**src/rtl/mole_round_if.sv**
```systemverilog
// Handshake/data bundle between the game controller (master) and mole_round_sequencer (slave).
interface mole_round_if #(
  parameter int NUM_HOLES = 9,
  parameter int CNT_W     = 28,
  parameter int PTS_W     = 6
);
  logic                 start;
  logic [CNT_W-1:0]     light_between;
  logic [CNT_W-1:0]     light_on;
  logic [PTS_W-1:0]     total_points;
  logic [15:0]          rand_num;
  logic                 key_valid;
  logic [3:0]           key_code;
  logic [NUM_HOLES-1:0] lights;
  logic [PTS_W-1:0]     score;
  logic [PTS_W-1:0]     misses;
  logic [PTS_W-1:0]     mole_count;
  logic                 busy;
  logic                 done;

  modport master (
    output start, light_between, light_on, total_points, rand_num, key_valid, key_code,
    input  lights, score, misses, mole_count, busy, done
  );

  modport slave (
    input  start, light_between, light_on, total_points, rand_num, key_valid, key_code,
    output lights, score, misses, mole_count, busy, done
  );
endinterface

```
**src/rtl/mole_round_sequencer.sv**
```systemverilog
// Whack-a-mole round sequencer: times each mole, picks its hole, keeps score/miss/mole counts.
// Optional macro WAM_DEATHMATCH_EN: a timeout or wrong key ends the game immediately.
module mole_round_sequencer #(
  parameter int NUM_HOLES = 9,
  parameter int CNT_W     = 28,
  parameter int PTS_W     = 6
) (
  input logic         CLOCK_50,
  input logic         reset,
  mole_round_if.slave bus
);
  typedef enum logic [2:0] {S_IDLE, S_WAIT, S_LIT, S_NEXT, S_DONE} state_t;

  localparam logic [3:0] NO_HOLE = 4'hF;

  state_t               r_state, w_state_n;
  logic [CNT_W-1:0]     r_timer, w_timer_n;
  logic [CNT_W-1:0]     r_between, w_between_n;
  logic [CNT_W-1:0]     r_on, w_on_n;
  logic [PTS_W-1:0]     r_total, w_total_n;
  logic [PTS_W-1:0]     r_score, w_score_n;
  logic [PTS_W-1:0]     r_misses, w_misses_n;
  logic [PTS_W-1:0]     r_moles, w_moles_n;
  logic [3:0]           r_last, w_last_n;
  logic [3:0]           w_pick;
  logic [NUM_HOLES-1:0] r_lights, w_lights_n;
  logic                 r_busy, w_busy_n;
  logic                 r_done, w_done_n;
  logic                 w_hit;
  logic                 w_timeout;
  logic                 w_unused_rand;

  // Fold the 4-bit random value into 0..8, then step past a repeat of the previous hole.
  function automatic logic [3:0] f_pick_hole(input logic [3:0] r, input logic [3:0] last);
    logic [3:0] h0;
    h0 = (r >= 4'd9) ? (r - 4'd9) : r;
    if (h0 == last) return (h0 == 4'd8) ? 4'd0 : (h0 + 4'd1);
    return h0;
  endfunction

  assign w_unused_rand = ^bus.rand_num[15:4];
  assign w_pick        = f_pick_hole(bus.rand_num[3:0], r_last);
  assign w_hit         = bus.key_valid && (bus.key_code == r_last);
  assign w_timeout     = (r_timer == r_on);

  always_comb begin
    w_state_n   = r_state;
    w_timer_n   = r_timer;
    w_between_n = r_between;
    w_on_n      = r_on;
    w_total_n   = r_total;
    w_score_n   = r_score;
    w_misses_n  = r_misses;
    w_moles_n   = r_moles;
    w_last_n    = r_last;
    w_lights_n  = r_lights;

    case (r_state)
      S_IDLE, S_DONE: begin
        w_lights_n = '0;
        if (bus.start) begin
          w_between_n = bus.light_between;
          w_on_n      = bus.light_on;
          w_total_n   = bus.total_points;
          w_score_n   = '0;
          w_misses_n  = '0;
          w_moles_n   = '0;
          w_timer_n   = '0;
          w_state_n   = (bus.total_points == '0) ? S_DONE : S_WAIT;
        end
      end
      S_WAIT: begin
        if (r_timer == r_between) begin
          w_lights_n = NUM_HOLES'(1) << w_pick;
          w_last_n   = w_pick;
          w_timer_n  = '0;
          w_state_n  = S_LIT;
        end else begin
          w_timer_n = r_timer + CNT_W'(1);
        end
      end
      S_LIT: begin
        // A hit wins over a timeout landing in the same cycle.
        if (w_hit) begin
          w_score_n  = r_score + PTS_W'(1);
          w_lights_n = '0;
          w_state_n  = S_NEXT;
        end else if (w_timeout) begin
          w_misses_n = r_misses + PTS_W'(1);
          w_lights_n = '0;
`ifdef WAM_DEATHMATCH_EN
          w_state_n  = S_DONE;
`else
          w_state_n  = S_NEXT;
`endif
`ifdef WAM_DEATHMATCH_EN
        end else if (bus.key_valid) begin
          w_misses_n = r_misses + PTS_W'(1);
          w_lights_n = '0;
          w_state_n  = S_DONE;
`endif
        end else begin
          w_timer_n = r_timer + CNT_W'(1);
        end
      end
      S_NEXT: begin
        w_lights_n = '0;
        w_moles_n  = r_moles + PTS_W'(1);
        if ((r_moles + PTS_W'(1)) == r_total) begin
          w_state_n = S_DONE;
        end else begin
          w_timer_n = '0;
          w_state_n = S_WAIT;
        end
      end
      default: begin
        w_lights_n = '0;
        w_state_n  = S_IDLE;
      end
    endcase

    w_busy_n = (w_state_n == S_WAIT) || (w_state_n == S_LIT) || (w_state_n == S_NEXT);
    w_done_n = (w_state_n == S_DONE);
  end

  always_ff @(posedge CLOCK_50) begin
    if (reset) begin
      r_state  <= S_IDLE;
      r_timer  <= '0;
      r_score  <= '0;
      r_misses <= '0;
      r_moles  <= '0;
      r_last   <= NO_HOLE;
      r_lights <= '0;
      r_busy   <= 1'b0;
      r_done   <= 1'b0;
    end else begin
      r_state  <= w_state_n;
      r_timer  <= w_timer_n;
      r_score  <= w_score_n;
      r_misses <= w_misses_n;
      r_moles  <= w_moles_n;
      r_last   <= w_last_n;
      r_lights <= w_lights_n;
      r_busy   <= w_busy_n;
      r_done   <= w_done_n;
    end
  end

  // Game configuration is only meaningful after a start, so it carries no reset.
  always_ff @(posedge CLOCK_50) begin
    r_between <= w_between_n;
    r_on      <= w_on_n;
    r_total   <= w_total_n;
  end

  assign bus.lights     = r_lights;
  assign bus.score      = r_score;
  assign bus.misses     = r_misses;
  assign bus.mole_count = r_moles;
  assign bus.busy       = r_busy;
  assign bus.done       = r_done;
endmodule

```
**src/flat_wrapper.sv**
```systemverilog
// flat-port wrapper written by rule: the top's interface ports become plain ports
module mole_round_sequencer_flat 
#(
  parameter int NUM_HOLES = 9,
  parameter int CNT_W     = 28,
  parameter int PTS_W     = 6
)
  (CLOCK_50, reset, bus_start, bus_light_between, bus_light_on, bus_total_points, bus_rand_num, bus_key_valid, bus_key_code, bus_lights, bus_score, bus_misses, bus_mole_count, bus_busy, bus_done);
  mole_round_if #(.NUM_HOLES(NUM_HOLES), .CNT_W(CNT_W), .PTS_W(PTS_W)) bus_i ();
  input logic CLOCK_50;
  input logic reset;
  input wire logic [$bits(bus_i.start)-1:0] bus_start;
  input wire logic [$bits(bus_i.light_between)-1:0] bus_light_between;
  input wire logic [$bits(bus_i.light_on)-1:0] bus_light_on;
  input wire logic [$bits(bus_i.total_points)-1:0] bus_total_points;
  input wire logic [$bits(bus_i.rand_num)-1:0] bus_rand_num;
  input wire logic [$bits(bus_i.key_valid)-1:0] bus_key_valid;
  input wire logic [$bits(bus_i.key_code)-1:0] bus_key_code;
  output wire logic [$bits(bus_i.lights)-1:0] bus_lights;
  output wire logic [$bits(bus_i.score)-1:0] bus_score;
  output wire logic [$bits(bus_i.misses)-1:0] bus_misses;
  output wire logic [$bits(bus_i.mole_count)-1:0] bus_mole_count;
  output wire logic [$bits(bus_i.busy)-1:0] bus_busy;
  output wire logic [$bits(bus_i.done)-1:0] bus_done;
  assign bus_i.start = bus_start;
  assign bus_i.light_between = bus_light_between;
  assign bus_i.light_on = bus_light_on;
  assign bus_i.total_points = bus_total_points;
  assign bus_i.rand_num = bus_rand_num;
  assign bus_i.key_valid = bus_key_valid;
  assign bus_i.key_code = bus_key_code;
  assign bus_lights = bus_i.lights;
  assign bus_score = bus_i.score;
  assign bus_misses = bus_i.misses;
  assign bus_mole_count = bus_i.mole_count;
  assign bus_busy = bus_i.busy;
  assign bus_done = bus_i.done;
  mole_round_sequencer #(.NUM_HOLES(NUM_HOLES), .CNT_W(CNT_W), .PTS_W(PTS_W)) u_core (.CLOCK_50(CLOCK_50), .reset(reset), .bus(bus_i));
endmodule
```
**config.mk**
```make
export PLATFORM = sky130hd
export DESIGN_NAME = mole_round_sequencer_flat
export DESIGN_NICKNAME = d
export VERILOG_FILES = /design/src/rtl/mole_round_if.sv /design/src/rtl/mole_round_sequencer.sv /design/src/flat_wrapper.sv
export SDC_FILE = /design/constraint.sdc
export NUM_CORES = 1
export LEC_CHECK = 0
export CAP_MARGIN = 10
export CELL_PAD_IN_SITES_DETAIL_PLACEMENT = 1
export CELL_PAD_IN_SITES_GLOBAL_PLACEMENT = 1
export CORE_MARGIN = 5
export CORE_UTILIZATION = 41
export DETAILED_ROUTE_END_ITERATION = 8
export PLACE_DENSITY = 0.82
export SYNTH_ARGS = -nofsm -noshare
export SYNTH_HDL_FRONTEND = slang
export SYNTH_SLANG_ARGS = --single-unit
export TNS_END_PERCENT = 1
```
**constraint.sdc**
```tcl
create_clock -name CLOCK_50 -period 3.6 [get_ports CLOCK_50]
set_clock_uncertainty 0.15 [all_clocks]
set_input_delay 0.54 -clock CLOCK_50 [delete_from_list [all_inputs] [get_ports CLOCK_50]]
set_output_delay 0.54 -clock CLOCK_50 [all_outputs]
set_load 0.03 [all_outputs]
```
After elaboration in Yosys (flattened, before gate mapping)
Index checks and enable logic that the tools add are counted.

Flip-flop bits (word level): 126. Bits in latches: 0. Bits in writable memories: 0. Bits in read-only memories: 0. Bits of input ports: 86. Word-level logic and storage cells: 87. Memories: 0.

Add/sub/neg operators: 6. Multipliers: 0. Div/mod/pow operators: 0. $lt $le $gt $ge: 1. Eq/ne operators: 22. Shifts and indexed selects: 1. Mux-type cells: 29. Bitwise logic cells: 0. Reduce and logical (&&, ||, !) cells: 16.

Operators by type and width (number): $mux 28 (5); $pmux 28 s4 (1); $eq 28x28->1 (2); $pmux 6 s2 (3); $add 28x1->28 const B (1); $mux 9 (3); $mux 6 (4); $add 6x1->6 const B (3); $mux 3 (6); $pmux 9 s2 (1); $mux 4 (4); $eq 3x2->1 const B (4); $pmux 3 s4 (1); $shl 1x4->9 const A (1); $eq 4x4->1 (2); $ne 2x2->1 const B (4); $reduce_and 2->1 (4); $eq 3x1->1 const B (2); $eq 3x3->1 const B (2); $eq 6x6->1 (1); $logic_not 6->1 (1); $ne 2x1->1 const B (3); $reduce_and 5->1 (1); $add 4x1->4 const B (1); 13 further kinds (15).

Depth between registers and ports, before layout
Gate-level depths: netlist (run 1).

Depth in word-level cells: 9. Mapped depth: 14. Depth with buffers taken out: 14.

Worst setup path after synthesis (run 1)
Ideal clock, no wire load.

Path kind: input -> register. Start: input port bus_rand_num[1]. End: register u_core.r_last[0]. Arrival time: 3.014 ns. Required time: 3.330 ns. Slack: 0.316 ns. Stages on the path: 13. Buffers on the path: 0. Path through: inv_1 -> ha_1 -> or3b_4 -> a221o_2 -> clkinv_4 -> ha_1 -> inv_1 -> or2_2 -> o31a_1 -> nand3_1 -> o21ai_2 -> mux2_1 -> or2_1.

Word-level cells in the longest chain between the ends: 6. Elaborated cells between the ends (all ways): 10.

RTL lines: start: declaration (line flat_wrapper.sv:16) `input wire logic [$bits(bus_i.rand_num)-1:0] bus_rand_num;`; $ge 4x4->1 or $sub 4x4->4 (tied branches) (line mole_round_sequencer.sv:36) `h0 = (r >= 4'd9) ? (r - 4'd9) : r;`; $mux 4 * (line mole_round_sequencer.sv:36); $add 4x1->4 or $eq 4x4->1 (tied branches) (line mole_round_sequencer.sv:37) `if (h0 == last) return (h0 == 4'd8) ? 4'd0 : (h0 + 4'd1);`; $mux 4 (2 in series) (line mole_round_sequencer.sv:37); $mux 4 * (line mole_round_sequencer.sv:38) `return h0;`; end signal: assignment (line mole_round_sequencer.sv:143) `r_last <= w_last_n;`; end: declaration (line mole_round_sequencer.sv:24) `logic [3:0] r_last, w_last_n;`.

Every way passes the cells marked *; elsewhere a longest branch is shown, timed or not. The select of a mux whose other input is x is not followed. A chain may end at the register's enable or synchronous reset.

Final worst setup path (run 1)
Ends and elaborated chain as after synthesis.

==> results of run 1 <==
[cells in the mapped netlist, drive strengths merged, types with 5 or more instances]
master,instances,area [um2]
a21oi,15,78.83
and2,6,37.54
and3,13,81.33
buf,6,26.27
clkbuf,13,50.04
dfxtp,64,1281
edfxtp,62,1862
ha,8,100.1
inv,9,33.78
nand2,23,86.33
nand3,21,105.1
nand4,22,137.6
nor2,66,250.2
nor2b,6,37.54
nor3,6,41.29
nor4,16,115.1
o21ai,10,53.80
or2,5,31.28
xnor2,29,280.3
xor2,76,665.6
[through the flow]
step	setup slack [ns]	instance area (um2)	setup TNS, ns	utilization, %	cells
6_report	0.1575	7858	0	54.68	854
5_1_grt	0.003969	7858	0	54.68	854
4_1_cts	0.1573	7858	0	54.68	854
3_5_place_dp	-0.2701	7259	-2.589	50.52	822
3_3_place_gp	-0.1688	7259	-1.018	50.52	822
2_1_floorplan	0.3158	5916	0	-	535
[cell usage in the layout, fill, tap and decap left out, drive strengths merged, types with 4 or more instances in the layout]
| cell | n |
|---|---|
| a21oi | 15 |
| clkdlybuf4s50 | 102 |
| buf | 20 |
| clkinvlp | 4 |
| or3 | 4 |
| nor4 | 16 |
| or2 | 5 |
| nor3 | 6 |
| edfxtp | 62 |
| xor2 | 76 |
| clkinv | 7 |
| and3 | 13 |
| inv | 10 |
| nand2 | 23 |
| a32oi | 4 |
| ha | 8 |
| nand4 | 22 |
| nand3 | 21 |
| mux2i | 4 |
| dfxtp | 64 |
| nor2 | 66 |
| xnor2 | 29 |
| and2 | 6 |
| o21ai | 10 |
| clkbuf | 18 |
| nor2b | 6 |
[cells by family (layout without fill, tap and decap cells)]
| family | count (synthesis) | in the layout | synth area share [%] |
|---|---|---|---|
| xor gates and xnor gates | 106 | 106 | 16.39 |
| and+or+nand+nor | 205 | 205 | 18.74 |
| adders and majority gates | 8 | 8 | 1.692 |
| DFF | 126 | 126 | 53.13 |
| buffers and inverters | 29 | 164 | 2.009 |
| AOI/OAI and AO/OA | 55 | 55 | 6.980 |
| muxes | 6 | 6 | 1.058 |
[area by class of cell]
class	instances	area, um2	area share [%]
repair buffers	122	1184	15.06
multi-input cells	380	2660	33.85
clock buffers	18	429.2	5.462
flip-flops and latches	126	3143	40.00
inverters	10	42.54	0.5414
well taps	184	230.2	2.930
clock inverters	14	168.9	2.150
[path summary, 6_finish.rpt]
kind,end,slack [ns],depth (start not counted)
max reg2reg,u_core.r_timer[26],0.34,7
max,u_core.r_last[0],0.16,14
min,u_core.bus.lights[3],0.30,2
min reg2reg,u_core.bus.lights[3],0.30,2
[state kept, by name (all words and copies together) (netlist names), 6 cells and up]
register and count:
u_core.bus.lights 9, u_core.bus.misses 6, u_core.bus.mole_count 6, u_core.bus.score 6, u_core.r_between 28, u_core.r_on 28
u_core.r_timer 28, u_core.r_total 6
[per-layer routing]
| metal | GRT usage (%) | vias to the layer above | wire length [um] |
|---|---|---|---|
| met4 | 5.990 | 0 | 305 |
| li1 | - | 2157 | - |
| met2 | 34.46 | 105 | 8283 |
| met3 | 4.585 | 27 | 671 |
| met5 | 0 | - | 0 |
| met1 | 20.34 | 2223 | 5945 |
[worst register-to-register path: stages, from the launching register on]
cell and delay [ns]:
dfxtp_1 0.37, xor2_1 0.19, nor4_1 0.42, nand4_1 0.31, nor4_4 0.41, nand2b_1 0.22, a31o_1 0.86, nor2_1 0.15
[where the power goes]
part           total (mW)  switching [mW]  internal (mW)
clock                1.71           0.627           1.09
combinational       0.288           0.141          0.148
sequential           1.59          0.0281           1.57
total                3.59           0.795           2.80
[repair_timing]
item,4_1_cts,5_1_grt
setup buffers,0,0
hold buffers,0,0
setup endpoints to repair,0,4
==> flow_summary.toml, run 1 <==
[sta]
fmax_mhz = 290.5
worst_pin_slew_ns = 1.054
drv_slew = 0
holdWs_ns = 0.3033
min_period_over_period_pct = 95.62
hold_violations = 0
final-setup-viol-count = 0
max-slew-margin-rel_pct = 29.71
period_needed_ns = 3.442
rsz0062_at_grt = "no"

[placed_design]
portBuffers = 102
gp_congestion = 0.8321
dp_hpwl_um = 11340

[finish]
drive_gt1_share_pct = 11.34
nets = 751
filler_cell_count = 1516
diodes = 0
syn2layout_area_growth_pct = 32.83

[synthesis]
netlist_instances = 535
yosys_warnings = 0
synth_seq_cells = 126
seq_area_frac_synth_pct = 53.13
syn-cell-area_um2 = 5916
synth.avg_cell_area_um2 = 11.06
yosysUniqueCellTypes = 70
synth_flop_cell = "dfxtp_1"
synthArstFlopShare_pct = 0
synth_edf_count = 62
syn_nets = 629

[worst_setup_path]
worstSetupPathType = "in -> reg"
cp_max_fo = 3
cp.arrival_ns = 3.60
end_kind = "register"
cp_slowest_cell = "clkdlybuf4s50_1"
slowest_delay_ns = 0.48
reg2reg_from = "u_core.r_timer[17]"
cp-start-kind = "primary input"
crit_family = "simple AND/OR/NAND/NOR gates"
crit_path_start = "bus_rand_num[1]"
crit_buf_inv = 4
crit_chain = "clkdlybuf4s50_1, inv_1, ha_1, or3b_4, a221o_2, clkinv_4, ha_1, inv_1, or2_2, o31a_1, nand3_1, o21ai_2, mux2_1, or2_1"
worst_ep_required_time_ns = 3.76

[clock_network]
cts-buffers-inserted = 17
cts_root_buffer = "clkbuf_16"
cts.clk_slew.worst_paths_ns = 0.06
cts_resized = 0
cts_tree = "done"
h-tree-depth = 4
insertion_delay_ns = 0.42
cts_buffer_depth = 2
cts.sinks = 126

[floorplanning]
core_um2 = 14370
rows = 44
die_width_um = 130.1
die_area_um2 = 16930
start_util_pct = 41.17
fp.dieH_um = 130.1
num_io_pins = 115

[global_routing]
grt_pass1_vias = 4932
antenna_found_initial = 0
grt-ovfl-total = 0
grt_max_degree = 42
grt_first_pass_wirelength_um = 24360
grt.total_usage_pct = 18.43

[route]
drc = 0
viasPerCell = 5.283
firstDrtPassIters = 4
vias = 4512
wl_um = 15210
drtIter0Drc = 191
ant_nets = 0
routedWlPerCell_um = 17.81

[power]
cellPowerDensity_nw_per_um2 = 457.5
power_mw = 3.595
worst_ir_drop_vdd_mv = 0.2952
leakagePower_nw = 2.956

[job]
drv_cap = 0

[min_path]
min_from = "u_core.bus.lights[3]"
hp-class = "reg -> reg"

[run_status]
outcome = "finished clean"
Note: power is estimated with default switching activity, not from simulation.
==> run 2, diff against run 1 <==
- GPL_TIMING_DRIVEN: not set -> 1
- clock period: 3.6 -> 3.61 ns (I/O delays scaled with it)
==> run 2 against run 1 <==
Cell area is 0.92% lower; count of clock-buffer cells in the layout increased by 1; power decreased by 4.7%; global-route usage increased by 0.059 points; sequential share of layout area up 0.37 points; combinational power about the same; flip-flop and latch count unchanged; register-to-register slack is essentially flat; final cell count is 0.12% lower; non-clock buffer count decreased by 1; core utilization shrank 0.51 points; critical path type unchanged; critical endpoint unchanged.
==> flow_summary.toml, run 2 (synthesis results as in run 1) <==
[clock_network]
cts_tree = "done"
cts.clk_slew.worst_paths_ns = 0.06
insertion_delay_ns = 0.42
cts.sinks = 126
h-tree-depth = 4
cts_buffer_depth = 2
post_cts_buffers = 0
ctsHoldBuffers = 0
cts_root_buffer = "clkbuf_16"
cts_resized = 0
cts-buffers-inserted = 17

[min_path]
min_path_cells = 2
hp-class = "reg -> reg"

[sta]
rsz0062_at_grt = "no"
period_needed_ns = 3.445
hold_violations = 0
holdWs_ns = 0.3025
final-setup-viol-count = 0
drv_slew = 0
fin_ws_ns = 0.1645
min_period_over_period_pct = 95.44
totalNegativeSetupSlack_ns = 0
fmax_mhz = 290.2
max-slew-margin-rel_pct = 32.09
worst_pin_slew_ns = 1.019

[floorplanning]
fp.dieH_um = 130.1
rows = 44
die_area_um2 = 16930
die_width_um = 130.1
num_io_pins = 115
core_um2 = 14370
start_util_pct = 41.17

[finish]
largestRegisters = "u_core.r_between: 28 flops, u_core.r_on: 28 flops, u_core.r_timer: 28 flops"
drive_gt1_share_pct = 10.76
syn2layout_area_growth_pct = 31.60
final_cell_mix = "clkdlybuf4s50_1, xor2_1, nor2_1, dfxtp_1, edfxtp_1"
nets = 750
layout_commonest_cell = "clkdlybuf4s50_1"
filler_cell_count = 1505
diodes = 0
final_cells = 853

[worst_setup_path]
crit_buf_inv = 4
cp-start-kind = "primary input"
worstSetupPathType = "in -> reg"
r2r_cells = 8
crit_chain = "clkdlybuf4s50_1, inv_1, ha_1, or3b_4, a221o_2, clkinv_4, ha_1, inv_1, or2_2, o31a_1, nand3_1, o21ai_2, mux2_1, or2_1"
cp_max_fo = 3
cp.depth = 14
cp_slowest_cell = "clkdlybuf4s50_1"
worst_ep_required_time_ns = 3.77
end_kind = "register"
crit_family = "simple AND/OR/NAND/NOR gates"
slowest_delay_ns = 0.49
cp.arrival_ns = 3.60

[placed_design]
dp_slack_ns = -0.2821
portBuffers = 102
placed_cells = 821
dp_hpwl_um = 11470
gp_congestion = 0.8424

[route]
drc = 0
viasPerCell = 5.279
routedWlPerCell_um = 17.97
drtIter0Drc = 214
firstDrtPassIters = 4
wl_um = 15330
ant_nets = 0
vias = 4503

[global_routing]
grt-ovfl-total = 0
grt_max_degree = 42
grt_first_pass_wirelength_um = 24270
antenna_found_initial = 0
grt_pass1_vias = 4922
grt.total_usage_pct = 18.49

[power]
leakagePower_nw = 2.921
cellPowerDensity_nw_per_um2 = 440.2
worst_ir_drop_vdd_mv = 0.3187

[run_status]
outcome = "finished clean"

[job]
drv_cap = 0
[run 2: layout make-up]
cell class | count | area (um2) | area share [%]
timing repair buffer | 121 | 1176 | 15.11
multi-input combinational | 380 | 2660 | 34.17
sequential | 126 | 3143 | 40.37
clock buffer | 19 | 432.9 | 5.561
clock inverter | 13 | 100.1 | 1.286
inverter | 10 | 42.54 | 0.5464
tap | 184 | 230.2 | 2.957
[run 2: through the flow]
| step | power (mW) | cell area, um2 | util (%) |
|---|---|---|---|
| global route | 3.538 | 7785 | 54.18 |
| finish | 3.427 | 7785 | 54.18 |
| global placement | 1.892 | 7252 | 50.47 |
| floorplan | 1.758 | 5916 | - |
| CTS | 3.459 | 7785 | 54.18 |
| detailed placement | 1.911 | 7252 | 50.47 |
[run 2: layer usage]
metal  up-vias  wire (um)  track usage [%]
li1       2154          -                -
met1      2226       6096            19.84
met2        95       8232            34.61
met3        28        601            4.380
met4         0        399            7.579
met5         -          0                0
[run 2: worst paths after layout]
check / from / end / slack [ns]
setup / recovery: bus_rand_num[1] / u_core.r_last[0] / 0.16
hold / removal: u_core.bus.lights[3] / u_core.bus.lights[3] / 0.30
setup reg to reg: u_core.bus.mole_count[0] / u_core.r_timer[21] / 0.33
hold reg to reg: u_core.bus.lights[3] / u_core.bus.lights[3] / 0.30
[run 2: power by group]
| group | switching (mW) | leakage, nW | internal (mW) |
|---|---|---|---|
| Combinational | 0.141 | 1.56 | 0.147 |
| Sequential | 0.0297 | 1.11 | 1.56 |
| Clock | 0.616 | 0.251 | 0.931 |
| Total | 0.786 | 2.92 | 2.64 |
[run 2: tightest hold or removal path: stages (launching register included)]
cell and delay [ns]:
dfxtp_1 0.30, nand2_1 0.05, a21oi_1 0.05
==> run 3, diff against run 2 <==
- PLACE_DENSITY: 0.82 -> not set
- PLACE_DENSITY_LB_ADDON: not set -> 0.3
==> run 3 against run 2 <==
Global-route usage is 0.24 points higher; clock power is 6% higher; sequential power hardly changed; via count is 1.7% lower; core utilization is 0.55 points higher; count of clock-buffer cells in the layout is 9 higher; power is 2.7% higher; critical endpoint is now u_core.bus.lights[6].
==> flow_summary.toml, run 3 (synthesis results as in run 1) <==
[run_status]
outcome = "finished clean"

[worst_setup_path]
crit_family = "simple AND/OR/NAND/NOR gates"
end_kind = "register"
worst_ep_required_time_ns = 3.80
worstSetupEndpoint = "u_core.bus.lights[6]"
r2r_end = "u_core.r_timer[19]"
crit_path_start = "bus_rand_num[1]"
reg2reg_from = "u_core.r_timer[17]"
rrSetupSlack_ns = 0.27
cp.depth = 12
worstSetupPathType = "in -> reg"
crit_chain = "clkdlybuf4s50_1, inv_1, ha_1, or3b_4, a221o_2, ha_1, inv_1, nor4_1, a2bb2oi_2, and2b_4, a32oi_1, nor2_1"
crit_buf_inv = 3
cp-start-kind = "primary input"
cp.arrival_ns = 3.62
slowest_delay_ns = 0.48
r2r_cells = 7
cp_slowest_cell = "clkdlybuf4s50_1"
cp_max_fo = 5

[route]
routedWlPerCell_um = 17.73
viasPerCell = 5.166
vias = 4427
drtIter0Drc = 235
wl_um = 15190
firstDrtPassIters = 4
ant_nets = 0
drc = 0

[placed_design]
placed_cell_area_um2 = 7282
dp_hpwl_um = 11380
portBuffers = 102
gp_congestion = 0.8382

[floorplanning]
core_um2 = 14370
rows = 44
num_io_pins = 115
start_util_pct = 41.17
die_area_um2 = 16930
die_width_um = 130.1
fp.dieH_um = 130.1

[finish]
drive_gt1_share_pct = 11.44
filler_cell_count = 1479
syn2layout_area_growth_pct = 32.93
final_cell_mix = "clkdlybuf4s50_1, xor2_1, nor2_1, dfxtp_1, edfxtp_1"
fin_area_um2 = 7864
layout_commonest_cell = "clkdlybuf4s50_1"
nets = 754
diodes = 0
largestRegisters = "u_core.r_between: 28 flops, u_core.r_on: 28 flops, u_core.r_timer: 28 flops"
regArea_um2 = 3143
multiInputGateArea_um2 = 2660

[clock_network]
cts_root_buffer = "clkbuf_16"
insertion_delay_ns = 0.41
cts.sinks = 126
cts-buffers-inserted = 17
cts_tree = "done"
cts_buffer_depth = 2
cts.clk_slew.worst_paths_ns = 0.05
h-tree-depth = 4

[global_routing]
grt_max_degree = 38
grt_pass1_vias = 4786
grt_first_pass_wirelength_um = 24410
grt.total_usage_pct = 18.73
grt-ovfl-total = 0
antenna_found_initial = 0

[sta]
hold_violations = 0
drv_slew = 0
max-slew-margin-rel_pct = 33.10
final-setup-viol-count = 0
fmax_mhz = 292.0
totalNegativeSetupSlack_ns = 0
worst_pin_slew_ns = 1.003
holdWs_ns = 0.3104
period_needed_ns = 3.424
rsz0062_at_grt = "yes"
min_period_over_period_pct = 94.85

[min_path]
min_from = "u_core.bus.lights[2]"
hp-class = "reg -> reg"

[power]
cellPowerDensity_nw_per_um2 = 447.6
worst_ir_drop_vdd_mv = 0.3005
leakagePower_nw = 2.977

[job]
drv_cap = 0
run 3: report_power, final:
group	total, mW	internal [mW]	switching [mW]
Combinational	0.293	0.150	0.143
Sequential	1.59	1.56	0.0257
Clock	1.64	1.05	0.590
Total	3.52	2.76	0.759
run 3: final cells by class:
| class | instances | area share (%) |
|---|---|---|
| clock buffer | 28 | 7.112 |
| tap | 184 | 2.928 |
| sequential | 126 | 39.97 |
| inverter | 10 | 0.5410 |
| multi-input combinational | 380 | 33.83 |
| timing repair buffer | 125 | 15.34 |
| clock inverter | 4 | 0.2864 |
run 3: timing repair:
item / CTS / global route
setup endpoints to repair: 0 / 2
resized for setup: 0 / 0
hold buffers: 0 / 0
setup buffers: 0 / 0
run 3: worst min-delay path by stage:
| stage | slack (ns) | cells after the start | to |
|---|---|---|---|
| floorplan | 0.35 | 2 | u_core.r_timer[13] |
| global placement | 0.29 | 2 | u_core.bus.lights[2] |
| detailed placement | 0.31 | 2 | u_core.bus.lights[2] |
| CTS | 0.32 | 2 | u_core.bus.lights[2] |
| global route | 0.35 | 2 | u_core.bus.lights[2] |
| finish | 0.31 | 2 | u_core.bus.lights[2] |
run 3: per-stage QoR:
| step | instances | setup slack (ns) | power [mW] | utilization, % |
|---|---|---|---|---|
| final | 857 | 0.1859 | 3.520 | 54.73 |
| after global routing | 857 | -0.01885 | 3.652 | 54.73 |
| after CTS | 857 | 0.1857 | 3.559 | 54.73 |
| after detailed placement | 825 | -0.2473 | 1.913 | 50.68 |
| after global placement | 825 | -0.1546 | 1.897 | 50.68 |
| after floorplan | 535 | 0.3243 | 1.758 | - |
run 3: per-layer routing:
layer	GRT usage, %	part of all wire (%)
met5	0	0
met4	6.418	1.9
met3	4.503	3.6
met2	35.33	55
met1	20.35	40
run 3: worst reg2reg max path: stages (launching register included):
cell      delay, ns
dfxtp_1        0.37
xor2_1         0.19
nor4_1         0.51
nand4_1        0.31
nor4_4         0.44
nand2b_1       0.22
a31o_1         0.83
nor2_1         0.16
